### config.mk
export PLATFORM = sky130hd
export DESIGN_NAME = rally_controller_flat
export DESIGN_NICKNAME = d
export VERILOG_FILES = /design/src/rtl/game_pkg.sv /design/src/rtl/rally_controller_if.sv /design/src/rtl/edge_rise.sv /design/src/rtl/rally_controller.sv /design/src/flat_wrapper.sv
export SDC_FILE = /design/constraint.sdc
export NUM_CORES = 1
export LEC_CHECK = 0
export BUFFER_PORTS_ARGS = -buffer_cell sky130_fd_sc_hd__buf_2
export CORE_ASPECT_RATIO = 1.2
export CORE_MARGIN = 3
export CORE_UTILIZATION = 55
export DETAILED_ROUTE_END_ITERATION = 6
export PLACE_DENSITY = 0.78
export SYNTH_ARGS = -nofsm -noshare
export SYNTH_HDL_FRONTEND = slang
export SYNTH_SLANG_ARGS = --single-unit
### constraint.sdc
create_clock -name pclk -period 3.1 [get_ports pclk]
set_clock_uncertainty 0.2 [all_clocks]
set_input_delay 0.775 -clock pclk [delete_from_list [all_inputs] [get_ports pclk]]
set_output_delay 0.775 -clock pclk [all_outputs]
set_load 0.02 [all_outputs]
### src/rtl/game_pkg.sv
// Shared encodings for the volley game flow:
// sequencer states and side identifiers.
package game_pkg;

  typedef enum logic [2:0] {
    IDLE,
    SERVE,
    RALLY,
    POINT,
    OVER
  } state_t;

  localparam logic SIDE_P1 = 1'b0;
  localparam logic SIDE_P2 = 1'b1;

endpackage

### src/rtl/rally_controller_if.sv
// Game-side bundle between the rally controller and the
// timing, mouse and ball/collision logic.
interface rally_controller_if #(
  parameter int SCORE_W = 5
);
  logic               frame_tick;
  logic               p1_click;
  logic               p2_click;
  logic               p1_touch;
  logic               p2_touch;
  logic               ball_floor;
  logic               ball_side;
  logic               ball_hold;
  logic               ball_release;
  logic               serve_side;
  logic [SCORE_W-1:0] score_p1;
  logic [SCORE_W-1:0] score_p2;
  logic [1:0]         touch_cnt;
  logic               game_over;
  logic               winner;

  modport master (
    output frame_tick, p1_click, p2_click,
    output p1_touch, p2_touch,
    output ball_floor, ball_side,
    input  ball_hold, ball_release, serve_side,
    input  score_p1, score_p2, touch_cnt,
    input  game_over, winner
  );

  modport slave (
    input  frame_tick, p1_click, p2_click,
    input  p1_touch, p2_touch,
    input  ball_floor, ball_side,
    output ball_hold, ball_release, serve_side,
    output score_p1, score_p2, touch_cnt,
    output game_over, winner
  );
endinterface

### src/rtl/edge_rise.sv
// Rising-edge detector for a level input; the previous
// sample is registered so a held level yields one event.
module edge_rise (
  input  logic clk,
  input  logic rst,
  input  logic i_d,
  output logic o_rise
);
  logic r_q;

  always_ff @(posedge clk) begin
    if (rst) r_q <= 1'b0;
    else     r_q <= i_d;
  end

  assign o_rise = i_d & ~r_q;
endmodule

### src/rtl/rally_controller.sv
// Volley game-flow sequencer: serve, rally touch counting,
// point award, inter-point delay and game-over handling.
module rally_controller
  import game_pkg::*;
#(
  parameter int WIN_SCORE          = 15,
  parameter int MAX_TOUCHES        = 3,
  parameter int POINT_DELAY_FRAMES = 120,
  parameter int SCORE_W            = 5
) (
  input  logic         pclk,
  input  logic         rst,
  rally_controller_if.slave bus
);
  localparam int DLY_W = $clog2(POINT_DELAY_FRAMES + 1);
  localparam logic [SCORE_W-1:0] WIN_S = SCORE_W'(WIN_SCORE);
  localparam logic [1:0]         MAX_T = 2'(MAX_TOUCHES);
  localparam logic [DLY_W-1:0]   DLY_LAST =
    DLY_W'(POINT_DELAY_FRAMES - 1);

  if (MAX_TOUCHES > 3 || MAX_TOUCHES < 1) begin : g_bad_touch
    $error("MAX_TOUCHES must be 1..3");
  end
  if ((2 ** SCORE_W) <= WIN_SCORE) begin : g_bad_score
    $error("SCORE_W too narrow for WIN_SCORE");
  end

  state_t             r_state, w_state_nxt;
  logic [SCORE_W-1:0] r_s1, w_s1_nxt;
  logic [SCORE_W-1:0] r_s2, w_s2_nxt;
  logic [1:0]         r_touch, w_touch_nxt;
  logic               r_last, w_last_nxt;
  logic               r_serve, w_serve_nxt;
  logic               r_hold, w_hold_nxt;
  logic               r_rel, w_rel_nxt;
  logic               r_over, w_over_nxt;
  logic               r_win, w_win_nxt;
  logic [DLY_W-1:0]   r_dly, w_dly_nxt;

  logic w_r1, w_r2;
  logic w_award, w_pt_side, w_ts;

  edge_rise u_p1_rise (
    .clk    (pclk),
    .rst    (rst),
    .i_d    (bus.p1_click),
    .o_rise (w_r1)
  );

  edge_rise u_p2_rise (
    .clk    (pclk),
    .rst    (rst),
    .i_d    (bus.p2_click),
    .o_rise (w_r2)
  );

  always_ff @(posedge pclk) begin
    if (rst) begin
      r_state <= IDLE;
      r_s1    <= '0;
      r_s2    <= '0;
      r_touch <= '0;
      r_last  <= SIDE_P1;
      r_serve <= SIDE_P1;
      r_hold  <= 1'b1;
      r_rel   <= 1'b0;
      r_over  <= 1'b0;
      r_win   <= 1'b0;
      r_dly   <= '0;
    end else begin
      r_state <= w_state_nxt;
      r_s1    <= w_s1_nxt;
      r_s2    <= w_s2_nxt;
      r_touch <= w_touch_nxt;
      r_last  <= w_last_nxt;
      r_serve <= w_serve_nxt;
      r_hold  <= w_hold_nxt;
      r_rel   <= w_rel_nxt;
      r_over  <= w_over_nxt;
      r_win   <= w_win_nxt;
      r_dly   <= w_dly_nxt;
    end
  end

  always_comb begin
    w_state_nxt = r_state;
    w_s1_nxt    = r_s1;
    w_s2_nxt    = r_s2;
    w_touch_nxt = r_touch;
    w_last_nxt  = r_last;
    w_serve_nxt = r_serve;
    w_hold_nxt  = r_hold;
    w_rel_nxt   = 1'b0;
    w_over_nxt  = r_over;
    w_win_nxt   = r_win;
    w_dly_nxt   = r_dly;
    w_award     = 1'b0;
    w_pt_side   = SIDE_P1;
    w_ts        = bus.p2_touch;

    unique case (r_state)
      IDLE: begin
        if (w_r1 | w_r2) w_state_nxt = SERVE;
      end
      SERVE: begin
        if ((r_serve == SIDE_P2) ? w_r2 : w_r1) begin
          w_rel_nxt   = 1'b1;
          w_hold_nxt  = 1'b0;
          w_touch_nxt = '0;
          w_last_nxt  = r_serve;
          w_state_nxt = RALLY;
        end
      end
      RALLY: begin
        if (bus.ball_floor) begin
          w_award   = 1'b1;
          w_pt_side = ~bus.ball_side;
        end else if (bus.p1_touch ^ bus.p2_touch) begin
          if (w_ts != r_last) begin
            w_last_nxt  = w_ts;
            w_touch_nxt = 2'd1;
          end else if (r_touch >= MAX_T) begin
            // Over-touch fault: count is frozen at the limit.
            w_award   = 1'b1;
            w_pt_side = ~w_ts;
          end else begin
            w_touch_nxt = r_touch + 2'd1;
          end
        end
      end
      POINT: begin
        if (((r_serve == SIDE_P2) ? r_s2 : r_s1) == WIN_S) begin
          w_state_nxt = OVER;
          w_over_nxt  = 1'b1;
          w_win_nxt   = r_serve;
        end else if (bus.frame_tick) begin
          w_dly_nxt = r_dly + 1'b1;
          if (r_dly == DLY_LAST) w_state_nxt = SERVE;
        end
      end
      OVER: begin
        if (w_r1 | w_r2) begin
          w_s1_nxt    = '0;
          w_s2_nxt    = '0;
          w_touch_nxt = '0;
          w_over_nxt  = 1'b0;
          w_serve_nxt = SIDE_P1;
          w_state_nxt = IDLE;
        end
      end
      default: w_state_nxt = IDLE;
    endcase

    if (w_award) begin
      if (w_pt_side == SIDE_P2) begin
        if (r_s2 != WIN_S) w_s2_nxt = r_s2 + 1'b1;
      end else begin
        if (r_s1 != WIN_S) w_s1_nxt = r_s1 + 1'b1;
      end
      w_serve_nxt = w_pt_side;
      w_hold_nxt  = 1'b1;
      w_dly_nxt   = '0;
      w_state_nxt = POINT;
    end
  end

  assign bus.ball_hold    = r_hold;
  assign bus.ball_release = r_rel;
  assign bus.serve_side   = r_serve;
  assign bus.score_p1     = r_s1;
  assign bus.score_p2     = r_s2;
  assign bus.touch_cnt    = r_touch;
  assign bus.game_over    = r_over;
  assign bus.winner       = r_win;
endmodule
### src/flat_wrapper.sv
// flat-port wrapper written by rule: the top's interface ports become plain ports
module rally_controller_flat import game_pkg::*;
#(
  parameter int WIN_SCORE          = 15,
  parameter int MAX_TOUCHES        = 3,
  parameter int POINT_DELAY_FRAMES = 120,
  parameter int SCORE_W            = 5
)
  (pclk, rst, bus_frame_tick, bus_p1_click, bus_p2_click, bus_p1_touch, bus_p2_touch, bus_ball_floor, bus_ball_side, bus_ball_hold, bus_ball_release, bus_serve_side, bus_score_p1, bus_score_p2, bus_touch_cnt, bus_game_over, bus_winner);
  rally_controller_if #(.SCORE_W(SCORE_W)) bus_i ();
  input  logic pclk;
  input  logic rst;
  input wire logic [$bits(bus_i.frame_tick)-1:0] bus_frame_tick;
  input wire logic [$bits(bus_i.p1_click)-1:0] bus_p1_click;
  input wire logic [$bits(bus_i.p2_click)-1:0] bus_p2_click;
  input wire logic [$bits(bus_i.p1_touch)-1:0] bus_p1_touch;
  input wire logic [$bits(bus_i.p2_touch)-1:0] bus_p2_touch;
  input wire logic [$bits(bus_i.ball_floor)-1:0] bus_ball_floor;
  input wire logic [$bits(bus_i.ball_side)-1:0] bus_ball_side;
  output wire logic [$bits(bus_i.ball_hold)-1:0] bus_ball_hold;
  output wire logic [$bits(bus_i.ball_release)-1:0] bus_ball_release;
  output wire logic [$bits(bus_i.serve_side)-1:0] bus_serve_side;
  output wire logic [$bits(bus_i.score_p1)-1:0] bus_score_p1;
  output wire logic [$bits(bus_i.score_p2)-1:0] bus_score_p2;
  output wire logic [$bits(bus_i.touch_cnt)-1:0] bus_touch_cnt;
  output wire logic [$bits(bus_i.game_over)-1:0] bus_game_over;
  output wire logic [$bits(bus_i.winner)-1:0] bus_winner;
  assign bus_i.frame_tick = bus_frame_tick;
  assign bus_i.p1_click = bus_p1_click;
  assign bus_i.p2_click = bus_p2_click;
  assign bus_i.p1_touch = bus_p1_touch;
  assign bus_i.p2_touch = bus_p2_touch;
  assign bus_i.ball_floor = bus_ball_floor;
  assign bus_i.ball_side = bus_ball_side;
  assign bus_ball_hold = bus_i.ball_hold;
  assign bus_ball_release = bus_i.ball_release;
  assign bus_serve_side = bus_i.serve_side;
  assign bus_score_p1 = bus_i.score_p1;
  assign bus_score_p2 = bus_i.score_p2;
  assign bus_touch_cnt = bus_i.touch_cnt;
  assign bus_game_over = bus_i.game_over;
  assign bus_winner = bus_i.winner;
  rally_controller #(.WIN_SCORE(WIN_SCORE), .MAX_TOUCHES(MAX_TOUCHES), .POINT_DELAY_FRAMES(POINT_DELAY_FRAMES), .SCORE_W(SCORE_W)) u_core (.pclk(pclk), .rst(rst), .bus(bus_i));
endmodule
==> out/metrics.csv, run 1 <==
stage,metric,value,unit
status,outcome,finished clean,
global_route,GRT Overall Usage,0.246,
floorplan,Core ar.,2630,µm²
pwr,Logic pwr share,0.113,
synthesis,Synth warnings,0,
drt,final WL,3.71,mm
hold_path,Min-Delay Path Depth,1,
drt,drt first pass iters,4,
pwr,clock share of power,0.303,
sta,setup tns final,0,ps
critical_path,Worst Path Max Fanout,9,
pwr,PD cells,396,nW/µm²
pwr,Net Sw Frac,0.268,
sta,"Setup violations, final",0,
job,Max Cap Viol,0,
global_route,largest net degree at the start of global routing,16,
cells_and_area,fraction of layout cells with a size suffix above 1,0.169,
sta,RSZ-0062 raised after global routing,false,
clock_tree,CTS root buf,clkbuf_4,
drt,met3 wire len,274,µm
synthesis,ys async rst share,0,
pwr,power share of the sequential group,0.584,
floorplan,Die H,64.7,µm
synthesis,Seq cells post-synth,30,
place,HPWL Detailed,2.62,mm
global_route,first-pass GRT wire length,6.45,mm
synthesis,Netlist cell types,50,
drt,met1 wire length,1.50,mm
pwr,P_int,0.000511,W
clock_tree,post-cts sizing count,0,
clock_tree,Clock transition at path regs,90,ps
pwr,sw power,0.000187,W
sta,Final period util,0.766,
synthesis,syn_area_per_cell,8.77,µm²
floorplan,Row Count,20,
synthesis,number of synthesized flops with an enable pin,0,
clock_tree,CTS Buffer Depth,2,
drt,Iter 0 DRT Violations,86,
clock_tree,# H-tree levels,2,
clock_tree,hold_buf cts,0,
hold_path,Hold Crit Class,register to register,
synthesis,ys flop type,dfxtp_1,
synthesis,top post-synthesis cells by area,"dfxtp_1 38%, nand3_1 4.1%, a21oi_1 3.8%",
critical_path,Startpoint Class,register,
clock_tree,Clock Sinks,30,
sta,Slew Limit Fails,0,
cells_and_area,"commonest non-fill, non-tap cell in the layout",dfxtp_1,
clock_tree,post-CTS setup buffers,0,
drt,Max Used Layer,met4,
drt,DR vias,1511,
cells_and_area,# nets final,220,
place,routability cong.,0.877,
sta,Achievable Freq,421,MHz
pwr,maximum vdd ir drop,0.370,mV
synthesis,Syn Nets,193,
place,# port buffers,25,
clock_tree,CTS buffer count,5,
floorplan,die width,54.9,µm
pwr,leakage dissipation,0.657,nW
global_route,GRT overflow,0,
critical_path,Crit path required time,3130,ps
cells_and_area,post-route cell area,1760,µm²
drt,DRT antenna net count,0,
drt,Via density,6.30,
critical_path,CP endpoint kind,register,
synthesis,Syn Std Cell Area,1580,µm²
global_route,vias in the first global route,1463,
cells_and_area,most frequent cells in the layout,"30 x dfxtp_1, 25 x buf_2, 13 x nand3_1, 13 x nand2_1, 12 x a21oi_1",
cells_and_area,Synth-to-Final Area Change,11.6,%
sta,"Hold Vio Cnt, Final",0,
sta,Max-slew headroom,0.574,
cells_and_area,n_diodes,0,
synthesis,Yosys top cell by area,dfxtp_1,
synthesis,Synth Instances,180,
place,Area after DPL,1720,µm²
floorplan,number of placed I/O pins,26,
critical_path,worst path arrival time,2400,ps
synthesis,Synth top area share,0.380,
clock_tree,Worst-Skew Late Latency,330,ps
sta,final worst path period need,2370,ps
global_route,initial antenna violation count,0,
drt,DRC errors left,0,
drt,Routed WL per cell,15.5,µm
drt,wire length on met2,1.92,mm
critical_path,Reg2Reg Depth,4,
sta,Worst-Margin Slew,632,ps
synthesis,sequential area share after synthesis,0.380,
floorplan,die area,3550,µm²
critical_path,CP Class,register to register,
clock_tree,CTS tree,yes,
floorplan,Starting Density,0.601,
## final cells by class
cell class,instances,area [µm²]
clock buffers,7,45.0
flip-flops and latches,30,601
repair buffers,27,140
well taps,33,41.3
fillers,235,865
inverters,5,18.8
multi-input cells,138,917
## cell families after synthesis
group,count (synthesis),share of synthesized area
buf+inv,12,0.0388
flops,30,0.380
compound gates,45,0.191
mux,6,0.0388
fa+ha+maj,4,0.0317
xor+xnor,4,0.0222
simple gates,79,0.297
## sequential cells by signal (all words and copies together), names as in the netlist
signal and cells:
u_core.bus.touch_cnt 2, u_core.bus.score_p2 5, u_core.bus.serve_side 1, u_core.bus.ball_release 1, u_core.bus.ball_hold 1, u_core.u_p2_rise.r_q 1, u_core.u_p1_rise.r_q 1, u_core.r_dly 7
u_core.r_state 3, u_core.bus.game_over 1, u_core.bus.winner 1, u_core.r_last 1, u_core.bus.score_p1 5
## cells in the mapped netlist, drive strengths merged (3+ instances only)
library cell / instances
buf: 3
mux2i: 5
o311ai: 4
nand3b: 3
nor2: 5
a31oi: 3
nor3: 4
a31o: 3
nand2: 13
nor3b: 6
dfxtp: 30
o21ai: 8
ha: 4
nor2b: 6
nand3: 13
nand4: 3
nor4: 4
a21oi: 12
xnor2: 3
or4: 4
or3: 4
inv: 5
clkbuf: 4
## power by group through the flow
stage                     sequential, W  combinational (W)  clock (W)
after floorplan                0.000415          0.0000585          0
after global routing           0.000409          0.0000882   0.000232
after global placement         0.000415          0.0000755          0
after detailed placement       0.000416          0.0000777          0
after CTS                      0.000407          0.0000784   0.000215
final                          0.000407          0.0000791   0.000211
## layer usage
metal,up-vias,track usage
met4,0,0.0912
met1,705,0.294
met5,-,0
met3,2,0.0805
met2,60,0.398
li1,744,-
## metrics by stage
step	util	std cells	power, W	setup WS [ps]	hold WS (ps)
finish	0.671	240	0.000698	726	274
global route	0.671	240	0.000729	618	293
CTS	0.671	240	0.000701	759	281
detailed placement	0.654	233	0.000494	551	267
global placement	0.654	233	0.000490	595	231
floorplan	-	180	0.000473	744	246
## critical path, cell delays in order, from the launching register on
cell	delay [ps]
dfxtp_1	470
or3b_1	520
a31o_1	330
or4_1	540
a31o_1	220
## worst paths after layout
path | from | slack [ps] | endpoint
min reg2reg | u_core.bus.ball_hold | 270 | u_core.bus.ball_hold
max | u_core.r_state[1] | 730 | u_core.bus.score_p1[3]
max reg2reg | u_core.r_state[1] | 730 | u_core.bus.score_p1[3]
min | u_core.bus.ball_hold | 270 | u_core.bus.ball_hold
Note: power is estimated with default switching activity, not from simulation.
==> run 2, diff against run 1 <==
==> constraint.sdc (replaced) <==
create_clock -name pclk -period 2.3 [get_ports pclk]
set_clock_uncertainty 0.2 [all_clocks]
set_input_delay 0.575 -clock pclk [delete_from_list [all_inputs] [get_ports pclk]]
set_output_delay 0.575 -clock pclk [all_outputs]
set_load 0.02 [all_outputs]
==> out/metrics.csv, run 2 (same netlist as run 1, synthesis figures left out) <==
stage,metric,value,unit,change
sta,Max-slew headroom,0.537,,-0.0375
global_route,initial antenna violation count,0,,unchanged
pwr,Design Power,0.00101,W,+45%
critical_path,"Critical Path, Cell by Cell",ha_1 -> nand4bb_1 -> a31o_1 -> or4_1 -> a31o_1,,
sta,Final period util,0.910,,+0.144
place,# port buffers,25,,unchanged
critical_path,worst path arrival time,2130,ps,-270 ps
cells_and_area,Largest Register,u_core.r_dly,,
global_route,largest net degree at the start of global routing,16,,unchanged
cells_and_area,fraction of layout cells with a size suffix above 1,0.212,,+0.0429
cells_and_area,max reg flops,7,,unchanged
job,Max Cap Viol,0,,unchanged
critical_path,Bufs and invs on worst path,0,,unchanged
drt,DR vias,1533,,+1.5%
drt,Routed WL per cell,14.7,µm,-5.0%
sta,RSZ-0062 raised after global routing,false,,
clock_tree,Clock Sinks,30,,unchanged
pwr,PD cells,547,nW/µm²,+38%
place,routability cong.,0.827,,-5.8%
hold_path,Hold Crit Class,register to register,,
cells_and_area,n_diodes,0,,unchanged
cells_and_area,# nets final,229,,+4.1%
cells_and_area,most frequent cells in the layout,"30 x dfxtp_1, 25 x buf_2, 13 x nand3_1, 13 x nand2_1, 12 x a21oi_1",,
floorplan,number of placed I/O pins,26,,unchanged
cells_and_area,"commonest non-fill, non-tap cell in the layout",dfxtp_1,,
clock_tree,CTS Buffer Depth,2,,unchanged
critical_path,cell family with the largest share of critical-path delay,simple AND/OR/NAND/NOR gates,,
sta,Achievable Freq,478,MHz,+13%
place,DP Worst Slack,-10.2,ps,-561 ps
clock_tree,post-cts sizing count,0,,unchanged
cells_and_area,# fillers,226,,-3.8%
sta,setup tns final,0,ps,unchanged
global_route,vias in the first global route,1422,,-2.8%
clock_tree,post-CTS setup buffers,0,,unchanged
floorplan,Core ar.,2630,µm²,unchanged
clock_tree,hold_buf cts,0,,unchanged
sta,Slew Limit Fails,0,,unchanged
status,outcome,finished clean,,
floorplan,die width,54.9,µm,unchanged
critical_path,Critical Path Slowest Stage Cell,or4_1,,
critical_path,Reg2Reg Depth,5,,+1
critical_path,r2r startpoint,u_core.bus.touch_cnt[0],,
critical_path,Worst Path Max Fanout,6,,-3
floorplan,Die H,64.7,µm,unchanged
hold_path,Hold Path Sink,u_core.bus.ball_hold,,
critical_path,CP Class,register to register,,
critical_path,Crit path required time,2330,ps,-800 ps
sta,final setup margin,208,ps,-519 ps
critical_path,Worst path max stage delay,530,ps,about the same
clock_tree,Worst-Skew Late Latency,330,ps,about the same
floorplan,die area,3550,µm²,unchanged
critical_path,Reg2Reg Capture Point,u_core.bus.score_p1[3],,
drt,drt first pass iters,4,,unchanged
critical_path,Startpoint Class,register,,
global_route,GRT Overall Usage,0.231,,-0.0150
global_route,GRT overflow,0,,unchanged
hold_path,hold_sp,u_core.bus.ball_hold,,
cells_and_area,Synth-to-Final Area Change,16.9,%,
global_route,first-pass GRT wire length,6.12,mm,-5.1%
floorplan,Row Count,20,,unchanged
pwr,leakage dissipation,0.710,nW,+8.1%
critical_path,CP endpoint kind,register,,
hold_path,Min-Delay Path Depth,1,,unchanged
floorplan,Starting Density,0.601,,unchanged
pwr,maximum vdd ir drop,0.450,mV,+22%
drt,Via density,6.13,,-2.6%
drt,Iter 0 DRT Violations,58,,-33%
sta,Worst-Margin Slew,687,ps,+55.6 ps
critical_path,FF-to-FF setup slack,210,ps,-520 ps
sta,"Setup violations, final",0,,unchanged
clock_tree,# H-tree levels,2,,unchanged
critical_path,CP most frequent cell,a31o_1,,
drt,DRC errors left,0,,unchanged
sta,final worst path period need,2090,ps,-281 ps
drt,DRT antenna net count,0,,unchanged
place,HPWL Detailed,2.75,mm,+5.1%
clock_tree,Clock transition at path regs,100,ps,about the same
place,Cells after DPL,242,,+3.9%
clock_tree,CTS buffer count,5,,unchanged
clock_tree,CTS tree,yes,,
drt,final WL,3.67,mm,-1.1%
sta,"Hold Vio Cnt, Final",0,,unchanged
clock_tree,CTS root buf,clkbuf_4,,
cells_and_area,fin cells,250,,+4.2%
[run 2: worst max path at each step]
| stage | start | to | cells past startpoint |
|---|---|---|---|
| CTS | u_core.bus.touch_cnt[0] | u_core.bus.score_p1[3] | 5 |
| global route | u_core.bus.touch_cnt[0] | u_core.bus.score_p1[3] | 5 |
| floorplan | u_core.r_state[0] | u_core.bus.score_p1[3] | 7 |
| global placement | bus_p2_touch | u_core.bus.score_p1[3] | 5 |
| detailed placement | bus_p2_touch | u_core.bus.score_p1[3] | 5 |
| finish | u_core.bus.touch_cnt[0] | u_core.bus.score_p1[3] | 5 |
[run 2: stage by stage]
| stage | hold slack (ps) | instance area, µm² | util |
|---|---|---|---|
| final | 266 | 1850 | 0.702 |
| after global placement | 232 | 1790 | 0.680 |
| after floorplan | 246 | 1580 | - |
| after global routing | 274 | 1850 | 0.702 |
| after CTS | 255 | 1850 | 0.702 |
| after detailed placement | 254 | 1790 | 0.680 |
[run 2: area by class of cell]
class                           instances  area (µm²)  share of cell area
Clock buffer                            7        55.1              0.0298
Clock inverter                          1        5.00             0.00271
Inverter                                5        18.8              0.0102
Multi-Input combinational cell        138         917               0.497
Sequential cell                        30         601               0.325
Tap cell                               33        41.3              0.0224
Timing Repair Buffer                   36         208               0.113
[run 2: metal layers]
metal / vias up / track usage / part of all wire
li1: 761 / - / -
met1: 715 / 0.270 / 0.43
met2: 49 / 0.388 / 0.50
met3: 8 / 0.0713 / 0.056
met4: 0 / 0.0760 / 0.019
met5: - / 0 / 0
[run 2: power by group]
part / leakage, nW / total, W / internal, W / switching, W
clock: 0.0353 / 0.000334 / 0.000148 / 0.000186
combinational: 0.432 / 0.000133 / 0.0000568 / 0.0000766
sequential: 0.243 / 0.000542 / 0.000532 / 0.00000966
total: 0.710 / 0.00101 / 0.000737 / 0.000272
